`config.mk`:
```
export PLATFORM = sky130hd
export DESIGN_NAME = deserializer
export DESIGN_NICKNAME = d
export VERILOG_FILES = /design/src/rtl/serial_pkg.sv /design/src/rtl/deserializer.sv
export SDC_FILE = /design/constraint.sdc
export NUM_CORES = 1
export LEC_CHECK = 0
export BUFFER_PORTS_ARGS = -buffer_cell sky130_fd_sc_hd__buf_4
export CAP_MARGIN = 5
export CELL_PAD_IN_SITES_DETAIL_PLACEMENT = 1
export CELL_PAD_IN_SITES_GLOBAL_PLACEMENT = 2
export CORE_MARGIN = 5
export CORE_UTILIZATION = 33
export DETAILED_ROUTE_END_ITERATION = 7
export PLACE_DENSITY = 0.85
export SYNTH_ARGS = -nofsm -noshare
export SYNTH_HDL_FRONTEND = slang
export SYNTH_SLANG_ARGS = --single-unit
```
`constraint.sdc`:
```
create_clock -name clock -period 1.95 [get_ports clock]
set_clock_uncertainty 0.05 [all_clocks]
set_input_delay 0.0975 -clock clock [delete_from_list [all_inputs] [get_ports clock]]
set_output_delay 0.0975 -clock clock [all_outputs]
set_load 0.01 [all_outputs]
```
`src/rtl/serial_pkg.sv`:
```
// serial_pkg: shared state encoding, default width and counter sizing for the serial link blocks
package serial_pkg;
  typedef enum logic [1:0] {IDLE, SHIFT, GAP} state_t;
  localparam int DEFAULT_DATA_WIDTH = 8;
  function automatic int counter_width(input int w);
    return $clog2(w) + 1;
  endfunction
endpackage

```
`src/rtl/deserializer.sv`:
```
// deserializer: assembles LSB-first serial frames into words on a valid/ack holding register
//   clock, reset        : rising-edge clock, synchronous active-high reset
//   serial_in           : serial data bit, sampled while serial_valid high
//   serial_valid        : frame envelope, DATA_WIDTH cycles per frame
//   data_out/data_valid : last completed word, held until data_ack
//   data_ack            : consumer acknowledge
//   busy                : frame being assembled
//   frame_error         : pulse on truncated or overlong frame
//   overrun             : pulse when an unacknowledged word is overwritten
module deserializer
  import serial_pkg::*;
#(
  parameter int DATA_WIDTH   = DEFAULT_DATA_WIDTH,
  parameter int COUNTER_SIZE = counter_width(DATA_WIDTH)
) (
  input  logic                  clock,
  input  logic                  reset,
  input  logic                  serial_in,
  input  logic                  serial_valid,
  output logic [DATA_WIDTH-1:0] data_out,
  output logic                  data_valid,
  input  logic                  data_ack,
  output logic                  busy,
  output logic                  frame_error,
  output logic                  overrun
);
  localparam logic [COUNTER_SIZE-1:0] LAST = COUNTER_SIZE'(DATA_WIDTH - 1);
  state_t state;
  logic [DATA_WIDTH-1:0] shift;
  logic [COUNTER_SIZE-1:0] count;
  logic flagged;
  logic [DATA_WIDTH-1:0] next_shift;
  logic commit;
  assign next_shift = {serial_in, shift[DATA_WIDTH-1:1]};
  // the bit being sampled now is the last one of the frame
  assign commit = state == SHIFT && serial_valid && count == LAST;
  assign busy = state == SHIFT;
  always_ff @(posedge clock) begin
    if (reset) begin
      state       <= IDLE;
      shift       <= '0;
      count       <= '0;
      flagged     <= 1'b0;
      data_out    <= '0;
      data_valid  <= 1'b0;
      frame_error <= 1'b0;
      overrun     <= 1'b0;
    end else begin
      frame_error <= 1'b0;
      overrun     <= commit && data_valid && !data_ack;
      data_valid  <= commit || (data_valid && !data_ack);
      if (commit) data_out <= next_shift;
      case (state)
        IDLE: if (serial_valid) begin
          shift <= next_shift;
          count <= COUNTER_SIZE'(1);
          state <= SHIFT;
        end
        SHIFT: if (!serial_valid) begin
          frame_error <= 1'b1;
          count       <= '0;
          state       <= IDLE;
        end else begin
          shift <= next_shift;
          count <= count + 1'b1;
          if (commit) state <= GAP;
        end
        // flagged limits an overlong envelope to a single error pulse
        GAP: if (!serial_valid) begin
          state   <= IDLE;
          count   <= '0;
          flagged <= 1'b0;
        end else if (!flagged) begin
          frame_error <= 1'b1;
          flagged     <= 1'b1;
        end
        default: state <= IDLE;
      endcase
    end
  end
endmodule

```
* Word level (Yosys, flattened, before mapping)
Index checks and enable logic that the tools add are counted.
Widths: inputs -> output; s select.
** Storage, ports and cells
- Latch bits :: 0
- Logic and storage cells :: 42
- Flip-flop bits (word level) :: 26
- Input bits :: 5
- Memory bits (read-only) :: 0
- Memory bits (writable) :: 0
- Memories :: 0
- Output and inout port bits :: 12
** Operators by class
- Bitwise gates (word level) :: 0
- Multipliers :: 0
- Magnitude comparators :: 0
- Mux-type cells :: 14
- Shift operators :: 0
- Reductions and logical operators :: 13
- $add $sub $neg :: 1
- Equality and inequality tests :: 6
- Divide/modulo/power cells :: 0
** Operators by type and width (number)
- $mux 4 :: 3
- $pmux 4 s3 :: 1
- $mux 2 :: 4
- $pmux 2 s3 :: 1
- $reduce_and 3->1 :: 2
- $logic_and 1x1->1 :: 5
- $add 4x1->4 const B :: 1
- $eq 4x3->1 const B :: 1
- $mux 1 :: 4
- $ne 2x2->1 const B :: 2
- $ne 3x2->1 const B :: 1
- $reduce_bool 3->1 :: 1
- $eq 2x1->1 const B :: 1
- $eq 2x2->1 const B :: 1
- $logic_not 2->1 :: 1
- $pmux 1 s2 :: 1
- $reduce_and 2->1 :: 1
- $reduce_or 2->1 :: 1
- $logic_not 1->1 :: 1
- $logic_or 1x1->1 :: 1

* Logic depth before layout (Yosys ltp)
- Depth in word-level cells :: 6
- Gate-level depth with buffers :: 6
- Gate-level depth less buffers :: 5

* Worst setup path before layout
No wires, ideal clock.
- Kind :: register to register
- Start :: reg state[0]
- End :: reg shift[1]
- Required time :: 1.772 ns
- Buffers on the path :: 0
- Data arrival time :: 1.291 ns
- Setup time :: 0.128 ns
- Stages on the path, launching flop included :: 6
- Clock period less this slack :: 1.469 ns
- Slack :: 0.481 ns
- Path through :: dfxtp_1 -> inv_1 -> ha_1 -> o21ai_2 -> mux2i_1 -> nor2_1
** Between the ends
- Word-level cells in the longest chain between the ends :: 3
- Elaborated cells on any way between the ends :: 4
- Classes of those cells :: 1 x eq/ne; 3 x reduce/logical
** Ends and longest elaborated chain
- from (decl) :: RTL line deserializer.sv:28 : state_t state;
- from (signal assigned) :: RTL line deserializer.sv:40 : state <= IDLE;
- from (signal assigned) :: RTL line deserializer.sv:57 : state <= SHIFT;
- from (signal assigned) :: RTL line deserializer.sv:62 : state <= IDLE;
- $eq 2x1->1 or $logic_not 2->1 (tied branches) :: RTL line deserializer.sv:53 : case (state)
- $reduce_or 2->1 (no line) (*)
- $reduce_and 2->1 (no line) (*)
- to (signal assigned) :: RTL line deserializer.sv:55 : shift <= next_shift;
- to (signal assigned) :: RTL line deserializer.sv:64 : shift <= next_shift;
- to (decl) :: RTL line deserializer.sv:29 : logic [DATA_WIDTH-1:0] shift;
Every way passes the cells marked *; elsewhere a longest branch is shown, timed or not.
A chain may end at the register's enable or synchronous reset.

* Worst setup path in the final report
- Start :: reg state[0]
- End :: reg shift[3]
The elaborated chain is that of the path after synthesis.

==> metrics.md <==
| Metric | Value |
|---|---|
| CP top delay family | `compound AO/OA/AOI/OAI gates` |
| Placed Area | `between 1000 and 1500 um^2` |
| Most common cell after layout, fill and taps aside | `dfxtp_1` |
| Fmax | `597.0 MHz` |
| GPL Wtd Cong | `just over 0.7` |
| Post-CTS setup repair buffer count | `0` |
| Slowest-stage cell, CP | `o21ai_2` |
| Peak supply drop | `~0.37 mV` |
| Distinct cells, synth | `32` |
| Pin count of the biggest net entering global routing | `26` |
| Starting density of the core | `roughly 34%` |
| DR WL/cell | `14.79 um` |
| Most frequent cells in the layout | `dfxtp_1, buf_4, a21oi_1` |
| Floorplan row count | `21` |
| First-pass detailed-route iteration total | `4` |
| H-tree Lvls | `1` |
| Synth Cell Area | `between 1000 and 1500 um^2` |
| Routed vias/inst | `5.140` |
| Layout cells sized above 1 | `18.05%` |
| Crit-path cells | `inv_1 -> ha_1 -> o21ai_2 -> mux2i_1 -> nor2_1` |
| Total die area | `4614 um^2` |
| Met1 wire length | `1206 um` |
| CP Launch Point | `state[0]$_SDFFE_PP0P_` |
| Cts-stage hold buffer count | `2` |
| Final Cell Area | `approximately 1300 um^2` |
| Unrepaired setup endpoints after global routing | `false` |
| Worst setup EP type | `register` |
| P&R area growth vs syn | `17.40%` |
| Post-placement cell count | `173` |
| Die X | `67.93 um` |
| GR Util All Layers | `a little over an eighth` |
| Setup TNS | `0 ns` |
| Crit path time final | `between 1.5 and 2 ns` |
| Initial DRC count | `53` |
| P_leak | `0.0005010 uW` |
| Total gr overflow | `0` |
| Max layer used | `met4` |
| Status | `completed` |
| Rel. slew slack | `approximately 67%` |
| Antenna violations before repair | `0` |
| WL final | `2648 um` |
| # IOs | `17` |
| # Max-Cap Violations | `0` |
| Met2 wire length | `roughly 1300 um` |
| First-pass GRT wire length | `between 4000 and 5000 um` |
| Clock latency on the worst-skew pair | `0.31 ns` |
| Yosys synthesis warning count | `0` |
| Slowest stage delay, CP | `~0.46 ns` |
| Remaining DRCs | `0` |
| DPL Wire Length | `1907 um` |
| Avg Cell Area, Syn | `approximately 9.5 um^2` |
| Diodes inserted | `0` |
| Worst slew pin tran | `roughly 0.50 ns` |
| Met3 wire length | `~63 um` |
| Post-CTS resize count | `0` |
| Vias in the first global route | `between 1,000 and 1,500` |
| Root Buffer | `clkbuf_4` |
| Crit Path Max Fanout | `7` |
| Syn Inst Count | `roughly 120` |
| Buf+Inv Stages, Crit Path | `1` |
| Worst setup SP type | `register` |
| Num CTS Buffers | `3` |
| Worst EP arrival | `around 1.8 ns` |
| Max Root-Sink Buffers | `2` |
| Clock sinks | `25` |
| WS Path Type | `register to register` |
| Final period utilization | `85.90%` |
| Power Dens Cells | `around 700 nW/um^2` |
| Post-route insts no fill | `179` |
| Final #Nets | `around 140` |
| CTS tree | `built` |
| Final ANT Viol Nets | `0` |
| Hold violation total from the final report | `0` |
| Post-layout util | `between 30% and 40%` |
| Syn_nets | `approximately 130` |
| Core outline area | `between 3000 and 4000 um^2` |
| Port Buffer Count | `16` |
| Final setup vio count | `0` |
| Max-slew violations | `0` |
| WP data required | `about 2.1 ns` |
| #FFs+latches synth | `25` |
| Hold WC Path Type | `input pin to register` |
| Die Y | `about 68 um` |
| Clk slew on worst S/H paths | `approximately 0.13 ns` |
| Min-delay src | `serial_valid` |
| Seq/Total Area, Yosys | `between 40 and 50%` |
| Via count | `between 900 and 1,000` |
| Worst r2r src | `state[0]$_SDFFE_PP0P_` |
| Overall Power | `912.1 uW` |
==> logic make-up after synthesis <==
group                    after synthesis  share of synthesized area, %
AO/OA/AOI/OAI                         33                         18.19
AND/OR/NAND/NOR                       30                         14.46
flip-flops                            25                         45.20
buffers and inverters                 14                         5.875
multiplexers                          10                         10.62
adder cells (fa/ha/maj)                5                         5.650
==> tightest hold or removal path, stage by stage <==
cell and delay [ns]:
buf_4 0.15, mux2i_1 0.09, nor2_1 0.07
==> flip-flops by register name, indices dropped and copies added (netlist names) <==
signal and count:
frame_error 1, overrun 1, flagged 1, state 2, shift 7, data_valid 1
count 4, data_out 8
==> per-stage QoR <==
step	setup slack, ns	hold WS [ns]
CTS	0.2647	0.05537
detailed placement	0.2881	0.3161
global placement	0.3357	0.2968
global route	0.1465	0.05804
finish	0.2749	0.06583
floorplan	0.4813	0.1914
==> routing by layer <==
metal  vias to the layer above  track usage [%]
met4                         0            5.707
met1                       448            15.65
met3                         4            2.791
met5                         -                0
li1                        453                -
met2                        15            22.62
==> cell usage after synthesis <==
cell / instances / area share (%)
o311a_1: 1 / 0.90
nand2b_1: 1 / 0.57
o21bai_1: 1 / 0.68
nor2_1: 8 / 2.7
buf_6: 1 / 1.0
ha_1: 5 / 5.6
a311oi_1: 2 / 1.6
nand3_1: 10 / 4.5
nand3b_1: 2 / 1.4
mux2i_4: 1 / 2.0
nand4b_1: 2 / 1.6
a211oi_1: 1 / 0.68
inv_1: 7 / 2.4
o32ai_1: 2 / 1.6
o22ai_1: 1 / 0.57
nor3_1: 1 / 0.45
o21ai_0: 10 / 4.5
clkbuf_1: 4 / 1.4
o21ai_2: 1 / 0.79
or3_1: 1 / 0.57
buf_2: 1 / 0.45
mux2_4: 1 / 1.4
nand2_1: 2 / 0.68
a21oi_1: 12 / 5.4
and3b_1: 1 / 0.79
o31ai_1: 1 / 0.68
and3_1: 1 / 0.57
mux2i_1: 8 / 7.2
o2111ai_1: 1 / 0.79
and2_2: 1 / 0.68
dfxtp_1: 25 / 45
buf_4: 1 / 0.68
==> layout make-up <==
| cell class | instances | area, um^2 |
|---|---|---|
| clock buffer | 4 | 26.28 |
| fill | 389 | 1984 |
| inverter | 7 | 26.28 |
| multi-input combinational | 78 | 541.8 |
| sequential | 25 | 500.5 |
| tap | 46 | 57.56 |
| timing repair buffer | 19 | 147.6 |
==> path summary, 6_finish.rpt <==
path | to | cells after the start | slack, ns
max | shift[3]$_SDFFE_PP0P_ | 5 | 0.27
min | flagged$_SDFFE_PP0N_ | 3 | 0.07
min reg2reg | data_out[0]$_SDFFE_PP0P_ | 2 | 0.44
max reg2reg | shift[3]$_SDFFE_PP0P_ | 5 | 0.27
==> power breakdown <==
group	switching (uW)	leakage (uW)	total (uW)	internal (uW)
combinational	87.9	0.000284	151	63.5
sequential	9.76	0.000202	532	523
clock	148	0.0000150	228	79.9
total	246	0.000501	912	666
Power figures use the tool's default switching activity.
